## src/rtl/uart_echo_pkg.sv

```systemverilog
// Shared definitions for the UART echo buffer:
// transform modes, ASCII letter bounds and the byte transform.
package uart_echo_pkg;

  typedef enum logic [1:0] {
    PASS        = 2'd0,
    INVERT_CASE = 2'd1,
    UPPER       = 2'd2,
    LOWER       = 2'd3
  } mode_e;

  localparam logic [7:0] UC_LO = 8'h41;
  localparam logic [7:0] UC_HI = 8'h5A;
  localparam logic [7:0] LC_LO = 8'h61;
  localparam logic [7:0] LC_HI = 8'h7A;

  // Only letters are touched; bit 5 is the ASCII case bit.
  function automatic logic [7:0] xform(
    input logic [7:0] b,
    input mode_e      m
  );
    logic [7:0] r;
    logic       letter;
    r = b;
    letter = (b >= UC_LO && b <= UC_HI) ||
             (b >= LC_LO && b <= LC_HI);
    if (letter) begin
      case (m)
        INVERT_CASE: r[5] = ~b[5];
        UPPER:       r[5] = 1'b0;
        LOWER:       r[5] = 1'b1;
        default:     r    = b;
      endcase
    end
    return r;
  endfunction

endpackage

```

## src/rtl/sync_fifo.sv

```systemverilog
// Single-clock FIFO with explicit occupancy count.
// Storage is never cleared; reset and flush only clear validity.
module sync_fifo #(
  parameter int WIDTH = 8,
  parameter int DEPTH = 8
) (
  input  logic                   clk,
  input  logic                   reset,
  input  logic                   push,
  input  logic                   pop,
  input  logic                   flush,
  input  logic [WIDTH-1:0]       wdata,
  output logic [WIDTH-1:0]       rdata,
  output logic [$clog2(DEPTH):0] count,
  output logic                   full,
  output logic                   empty
);

  localparam int AW = $clog2(DEPTH);
  localparam logic [AW:0] DEPTH_C = DEPTH[AW:0];

  logic [WIDTH-1:0] mem [DEPTH];
  logic [AW-1:0]    wptr;
  logic [AW-1:0]    rptr;
  logic             do_push;
  logic             do_pop;

  assign full    = (count == DEPTH_C);
  assign empty   = (count == '0);
  assign do_push = push && !full && !flush;
  assign do_pop  = pop && !empty && !flush;
  assign rdata   = mem[rptr];

  always_ff @(posedge clk or posedge reset) begin
    if (reset) begin
      wptr  <= '0;
      rptr  <= '0;
      count <= '0;
    end else if (flush) begin
      wptr  <= '0;
      rptr  <= '0;
      count <= '0;
    end else begin
      if (do_push) wptr <= wptr + 1'b1;
      if (do_pop)  rptr <= rptr + 1'b1;
      case ({do_push, do_pop})
        2'b10:   count <= count + 1'b1;
        2'b01:   count <= count - 1'b1;
        default: count <= count;
      endcase
    end
  end

  always_ff @(posedge clk) begin
    if (do_push) mem[wptr] <= wdata;
  end

endmodule

```

## src/rtl/uart_echo_buffer.sv

```systemverilog
// Echo buffer between UART receiver and transmitter:
// applies a case transform at push and queues bytes.
module uart_echo_buffer
  import uart_echo_pkg::*;
#(
  parameter int DEPTH        = 8,
  parameter bit DROP_ON_FULL = 1'b0
) (
  input  logic                   clk,
  input  logic                   reset,
  input  logic [7:0]             rx_data,
  input  logic                   rx_valid,
  output logic                   rx_ready,
  output logic [7:0]             tx_data,
  output logic                   tx_valid,
  input  logic                   tx_ready,
  input  logic [1:0]             mode,
  input  logic                   flush,
  output logic [$clog2(DEPTH):0] count,
  output logic                   overflow
);

  logic       full;
  logic       empty;
  logic       push;
  logic       pop;
  logic [7:0] wdata;

  // In drop mode the source is never stalled; a full push is discarded.
  assign rx_ready = DROP_ON_FULL ? 1'b1 : !full;
  assign push     = rx_valid && rx_ready && !full;
  assign tx_valid = !empty;
  assign pop      = tx_valid && tx_ready;
  assign wdata    = xform(rx_data, mode_e'(mode));

  always_ff @(posedge clk or posedge reset) begin
    if (reset) begin
      overflow <= 1'b0;
    end else if (flush) begin
      overflow <= 1'b0;
    end else if (DROP_ON_FULL && rx_valid && full) begin
      overflow <= 1'b1;
    end
  end

  sync_fifo #(
    .WIDTH(8),
    .DEPTH(DEPTH)
  ) u_fifo (
    .clk  (clk),
    .reset(reset),
    .push (push),
    .pop  (pop),
    .flush(flush),
    .wdata(wdata),
    .rdata(tx_data),
    .count(count),
    .full (full),
    .empty(empty)
  );

endmodule

```

## config.mk

```make
export PLATFORM = sky130hd
export DESIGN_NAME = uart_echo_buffer
export DESIGN_NICKNAME = d
export VERILOG_FILES = /design/src/rtl/uart_echo_pkg.sv /design/src/rtl/sync_fifo.sv /design/src/rtl/uart_echo_buffer.sv
export SDC_FILE = /design/constraint.sdc
export NUM_CORES = 1
export LEC_CHECK = 0
export CAP_MARGIN = 30
export CORE_MARGIN = 2
export CORE_UTILIZATION = 57
export CTS_CLUSTER_SIZE = 24
export DETAILED_ROUTE_END_ITERATION = 7
export MAX_ROUTING_LAYER = met4
export PLACE_DENSITY_LB_ADDON = 0.15
export REMOVE_ABC_BUFFERS = 1
export SLEW_MARGIN = 20
export SYNTH_ARGS = -nofsm -noshare
export SYNTH_HDL_FRONTEND = slang
export SYNTH_SLANG_ARGS = --single-unit
```

## constraint.sdc

```tcl
create_clock -name clk -period 3.34 [get_ports clk]
set_clock_uncertainty 0.05 [all_clocks]
set_input_delay 0.334 -clock clk [delete_from_list [all_inputs] [get_ports clk]]
set_output_delay 0.334 -clock clk [all_outputs]
set_load 0.02 [all_outputs]
```

# Word-level counts from Yosys, hierarchy flattened
# Memories as Yosys holds them, arrays and structs flattened.
# Cells that the tools add are included.
dict set report totals {
  register_bits 10
  ram_bits 64
  out_inout_bits 15
  wordCells 46
  mem_count 1
}
dict set report classes {
  addsub 4
  magnitude_cmp 4
  n_eq_ne 6
  n_mux 10
  bitwise_logic 1
  n_reduce_logical 17
}
# name words word_bits rd rd_ports_with_merged_regs write_ports line
set mem_list {}
lappend mem_list {u_fifo.mem 8 8 1 0 1 sync_fifo.sv:22} ;# logic [WIDTH-1:0] mem [DEPTH];
# operator count
set ops {}
lappend ops {{8-bit by 7-bit >= comparator with 1-bit output (second input constant)} 2}
lappend ops {{8-bit by 7-bit <= comparator with 1-bit output (second input constant)} 2}
lappend ops {{3-bit 2-to-1 mux} 4}
lappend ops {{1-bit logical AND} 9}
lappend ops {{4-bit case mux with 2 select lines} 1}
lappend ops {{3-bit by 1-bit adder with 3-bit output (second input constant)} 2}
lappend ops {{2-bit == test (second input constant)} 3}
lappend ops {{6-bit 2-to-1 mux} 1}
lappend ops {{4-bit by 1-bit adder with 4-bit output (second input constant)} 1}
lappend ops {{2-bit by 1-bit == test with 1-bit output (second input constant)} 2}
lappend ops {{4-bit == test (second input constant)} 1}
lappend ops {{4-bit zero test} 1}
lappend ops {{4-bit 2-to-1 mux} 1}
lappend ops {{2-bit nonzero test} 2}
lappend ops {{4-bit by 1-bit subtractor with 4-bit output (second input constant)} 1}
lappend ops {{1-bit zero test} 3}
lappend ops {{1-bit case mux with 3 select lines} 1}
lappend ops {{3-bit nonzero test} 1}
lappend ops {{1-bit 2-to-1 mux} 2}
lappend ops {{1-bit logical OR} 1}
lappend ops {{1-bit inverter} 1}

# Depth between registers and ports, before layout
dict set report logic_depth {
  word_depth 9
  depth_mapped 10
  mapped_depth_nobuf 9
}

# Modules after synthesis
# A second synthesis with hierarchy kept.
dict set report unflattened {
  hier_cells 189
  area_unflattened_um2 3223.1
}
# mod n_inst cells_each area_per_inst_um2
set modules_own_cells {}
lappend modules_own_cells {sync_fifo 1 172 3128.0}
lappend modules_own_cells {uart_echo_buffer 1 17 95.1}

# Worst setup path before layout
# No wires, ideal clock.
dict set report synth_path {
  path_type {reg2reg}
  startpoint {register u_fifo.count[0]}
  endpoint {register u_fifo.count[2]}
  setup_ns 0.082
  t_arrival_ns 2.471
  required_time_ns 3.208
  setup_slack_ns 0.737
  path_stages_with_launch 10
  n_path_buf 0
  period_less_slack_ns 2.603
  cell_sequence {dfrtp_1 -> nor4b_4 -> inv_2 -> a211oi_2 -> xor2_1 -> ha_1 -> nand2b_1 -> a2111oi_0 -> a311oi_1 -> a31oi_1}
}
dict set report synth_via {
  elab_chain_len 9
  elab_cells_between_ends 18
  classes_between {add/sub (2); eq/ne (3); mux (2); reduce/logical (11)}
}
# element line
set synth_lines {}
lappend synth_lines {{start, declared} sync_fifo.sv:14} ;# output logic [$clog2(DEPTH):0] count,
lappend synth_lines {{start signal, assigned} sync_fifo.sv:47} ;# 2'b10: count <= count + 1'b1;
lappend synth_lines {{start signal, assigned} sync_fifo.sv:48} ;# 2'b01: count <= count - 1'b1;
lappend synth_lines {{start signal, assigned} sync_fifo.sv:49} ;# default: count <= count;
lappend synth_lines {{4-bit == test *} sync_fifo.sv:28} ;# assign full = (count == DEPTH_C);
lappend synth_lines {{1-bit zero test *} uart_echo_buffer.sv:30} ;# assign rx_ready = DROP_ON_FULL ? 1'b1 : !full;
lappend synth_lines {{net rx_ready} uart_echo_buffer.sv:13} ;# output logic rx_ready,
lappend synth_lines {{1-bit logical AND (2 in a row)} uart_echo_buffer.sv:31} ;# assign push = rx_valid && rx_ready && !full;
lappend synth_lines {{1-bit logical AND * (2 in a row)} sync_fifo.sv:30} ;# assign do_push = push && !full && !flush;
lappend synth_lines {{2-bit by 1-bit == test with 1-bit output or 2-bit == test (tied branches)} sync_fifo.sv:46} ;# case ({do_push, do_pop})
lappend synth_lines {{4-bit case mux with 2 select lines} sync_fifo.sv:46}
lappend synth_lines {{4-bit 2-to-1 mux} sync_fifo.sv:39} ;# end else if (flush) begin
# Mark *: on every way through the listed nets, which the timed path passes. The rest lies on a longest branch.
# A chain may end at the register's enable or synchronous reset.

# Final worst setup path
dict set report layout_path {
  startpoint {register u_fifo.count[1]}
  endpoint {register u_fifo.count[2]}
}
dict set report layout_via {
  elab_chain_len 9
  elab_cells_between_ends 18
  classes_between {add/sub (2); eq/ne (3); mux (2); reduce/logical (11)}
}
# element line
set layout_lines {}
lappend layout_lines {{4-bit == test} sync_fifo.sv:28}
lappend layout_lines {{1-bit zero test} {sync_fifo.sv:30, uart_echo_buffer.sv:30, uart_echo_buffer.sv:31}}
lappend layout_lines {{1-bit logical AND (2 in a row)} uart_echo_buffer.sv:31}
lappend layout_lines {{1-bit logical AND (2 in a row)} sync_fifo.sv:30}
lappend layout_lines {{2-bit by 1-bit == test with 1-bit output or 2-bit == test (tied branches)} sync_fifo.sv:46}
lappend layout_lines {{4-bit case mux with 2 select lines} sync_fifo.sv:46}
lappend layout_lines {{4-bit 2-to-1 mux} sync_fifo.sv:39}
# Parallel ways exist; a longest one is shown, timed or not.

==> out/results.tsv <==
stage	metric	value	unit
final_layout	area occupied by registers	2170	um^2
cts	CTS tree	built	
routing	met1 WL	2.49	mm
global_route	largest net degree at the start of global routing	19	
logic_synthesis	Yosys warning count	0	
floorplan	die width	79.6	um
cts	# clock sinks	74	
timing	Final setup viols	0	
timing	RSZ-0062 raised after global routing	false	
final_layout	# nets final	253	
logic_synthesis	top-area cell type share of the netlist area	0.590	
floorplan	I/O pins	30	
routing	DRC viols	0	
timing	Setup TNS	0	ns
timing	Final Max Slew Viols	0	
routing	Via density	6.01	
critical_path	CP Cell Sequence	nor4b_4 > inv_2 > a211oi_2 > xor2_1 > ha_1 > nand2b_1 > a2111oi_0 > a311oi_1 > a31oi_1	
critical_path	Crit path buffers/inverters	1	
critical_path	Crit path arrival time	3.22	ns
cts	PostCTS Resize Cnt	0	
final_layout	Non-Filler Instances	311	
routing	total routed wirelength	6.06	mm
critical_path	CP max stage delay	0.56	ns
global_route	vias in the first global route	1901	
critical_path	Crit-path slowest cell	dfrtp_1	
cts	Worst-Skew Late Latency	0.33	ns
global_route	first-pass GRT wire length	9.74	mm
worst_hold_path	Min-Delay Path Class	primary input to asynchronous set/reset pin	
cts	postcts setup bufs	0	
logic_synthesis	Post-Syn Area per Cell	16.7	um^2
logic_synthesis	ranking of synthesized cells by area	edfxtp_1 (59%), mux4_2 (11%), dfrtp_1 (7.7%)	
final_layout	ratio of cells with drive above 1 in the final layout	0.218	
timing	Rel. slew slack	0.427	
cts	Hold Buf Count CTS	0	
floorplan	Die ar.	6340	um^2
critical_path	crit-path max FO	11	
logic_synthesis	Syn Inst Count	195	
global_route	grt total ovfl	0	
final_layout	fill count	352	
logic_synthesis	Netlist cell types	47	
timing	post-route minimum period	3.02	ns
cts	clock buffer depth	2	
global_route	initial antenna violation count	0	
logic_synthesis	Most used DFF post-synth	edfxtp_1	
final_layout	footprint of the multi-input gates	1000	um^2
routing	DR WL/cell	19.5	um
routing	DRT Pass-1 Iters	4	
place	IO Port Bufs	28	
cts	H-tree levels	3	
logic_synthesis	count leader, synth	edfxtp_1	
logic_synthesis	#FFs+latches synth	74	
power_and_ir_drop	Total Power	2.33	mW
floorplan	Starting Density	0.592	
routing	ANT nets after route	0	
critical_path	Startpoint Class	register	
floorplan	core area	5510	um^2
critical_path	critical path endpoint category	register	
power_and_ir_drop	P per Cell Area	612	nW/um^2
logic_synthesis	Mapped Area	3260	um^2
power_and_ir_drop	Pleak	1.27	nW
routing	WL met2	3.15	mm
routing	highest metal used	met4	
run_status	outcome	complete, no violations	
place	post-detail-place hpwl	4.17	mm
final_layout	area grow syn2layout	16.7	%
routing	Vias	1869	
logic_synthesis	sequential area share after synthesis	0.667	
routing	detailed router's first-iteration violation count	171	
timing	FMAX	0.331	GHz
critical_path	Top delay family on crit path	compound AO/OA/AOI/OAI gates	
cts	Clock Pin Slew Worst Setup and Hold Paths	0.07	ns
critical_path	Data required, critical path	3.54	ns
global_route	Total GRT Usage	0.218	
place	cell count after placement	295	
cts	CTS Root Cell	clkbuf_8	
critical_path	kind of critical path	register to register	
critical_path	R2R Setup Slk	0.32	ns
logic_synthesis	EDFF count, synth	64	
logic_synthesis	Yosys top cell by area	edfxtp_1	
place	GPL Wtd Cong	0.864	
floorplan	Site Rows	27	
logic_synthesis	asr flop ratio synth	0.135	
final_layout	number of diodes	0	
timing	Final Hold Vio Count	0	
power_and_ir_drop	Max VDD drop	0.325	mV
routing	met3 wire length	355	um
place	Area after DPL	3640	um^2
timing	period utilisation layout	0.904	
floorplan	Die Ht	79.6	um
run	Max-Cap Viols	0	
cts	CTS buffer count	9	
timing	worst slew pin tran	0.859	ns
final_layout	final instance area	3800	um^2
logic_synthesis	Commonest cells post-synth	edfxtp_1 (64), mux4_2 (16), nor2_1 (13), dfrtp_1 (10), nand2_1 (10)	
path summary, 6_finish.rpt:
path,from,to,depth (start not counted)
setup / recovery,u_fifo.count[1]$_DFFE_PP0P_,u_fifo.count[2]$_DFFE_PP0P_,9
hold / removal,reset,u_fifo.count[3]$_DFFE_PP0P_,2
setup reg to reg,u_fifo.count[1]$_DFFE_PP0P_,u_fifo.count[2]$_DFFE_PP0P_,9
hold reg to reg,u_fifo.wptr[0]$_DFFE_PP0P_,u_fifo.wptr[0]$_DFFE_PP0P_,2
max in group asynchronous,reset,u_fifo.count[2]$_DFFE_PP0P_,2
min in group clk,u_fifo.wptr[0]$_DFFE_PP0P_,u_fifo.wptr[0]$_DFFE_PP0P_,2
final cells by class:
class,instances,share of cell area
flip-flops and latches,74,0.571
well taps,72,0.0237
multi-input cells,105,0.264
inverters,6,0.00592
clock inverters,3,0.00461
clock buffers,13,0.0365
repair buffers,38,0.0935
worst reg2reg max path, stage by stage (launching register included):
cell and delay (ns):
dfrtp_1 0.56, nor4b_4 0.46, inv_2 0.17, a211oi_2 0.41, xor2_1 0.12, ha_1 0.21, nand2b_1 0.14, a2111oi_0 0.50
a311oi_1 0.12, a31oi_1 0.19
registers in the layout, summed over array words and instances, names as in the netlist:
name and cells:
u_fifo.count 4, u_fifo.mem 64, u_fifo.rptr 3, u_fifo.wptr 3
power by group:
group / internal (mW) / leakage (nW) / total, mW / switching, mW
registers: 1.05 / 0.714 / 1.12 / 0.0720
logic: 0.336 / 0.476 / 0.641 / 0.304
clock network: 0.268 / 0.0774 / 0.568 / 0.299
per-layer routing:
| layer | up-vias | GRT usage |
|---|---|---|
| li1 | 856 | - |
| met4 | 0 | 0.0931 |
| met5 | - | - |
| met2 | 60 | 0.352 |
| met1 | 947 | 0.274 |
| met3 | 6 | 0.0419 |
placed cells by master (no fill, tap or decap), types with 2 or more instances in the layout:
cell	Yosys	routed
nor4_1	3	3
nand2_1	10	10
edfxtp_1	64	64
nor2_1	13	13
clkinv_2	0	2
clkdlybuf4s50_1	0	28
clkbuf_8	0	9
ha_1	4	4
inv_1	5	5
a21oi_1	6	6
xnor2_1	2	2
nand3b_1	2	2
nor3_1	2	2
mux2_2	8	8
dfrtp_1	10	10
xor2_1	3	3
buf_4	1	10
nand2b_1	2	2
o21ai_0	3	3
or4_1	2	2
nand3_1	4	4
clkbuf_1	4	4
a31oi_1	3	3
mux4_2	16	16
cell families after synthesis:
kind of cell             share of synthesized area
XOR/XNOR                                    0.0134
AO/OA/AOI/OAI                               0.0630
flip-flops                                   0.667
buffers and inverters                       0.0250
AND/OR/NAND/NOR                             0.0772
multiplexers                                 0.138
adder cells (fa/ha/maj)                     0.0154
other                                      0.00115
through the flow:
stage	setup slack (ns)	utilization	hold WS [ns]
4_1_cts	0.481	0.690	0.253
2_1_floorplan	0.726	-	0.124
5_1_grt	0.141	0.690	0.281
3_3_place_gp	0.755	0.662	0.511
6_report	0.320	0.690	0.256
3_5_place_dp	0.504	0.662	0.555
Note: power is estimated with default switching activity, not from simulation.
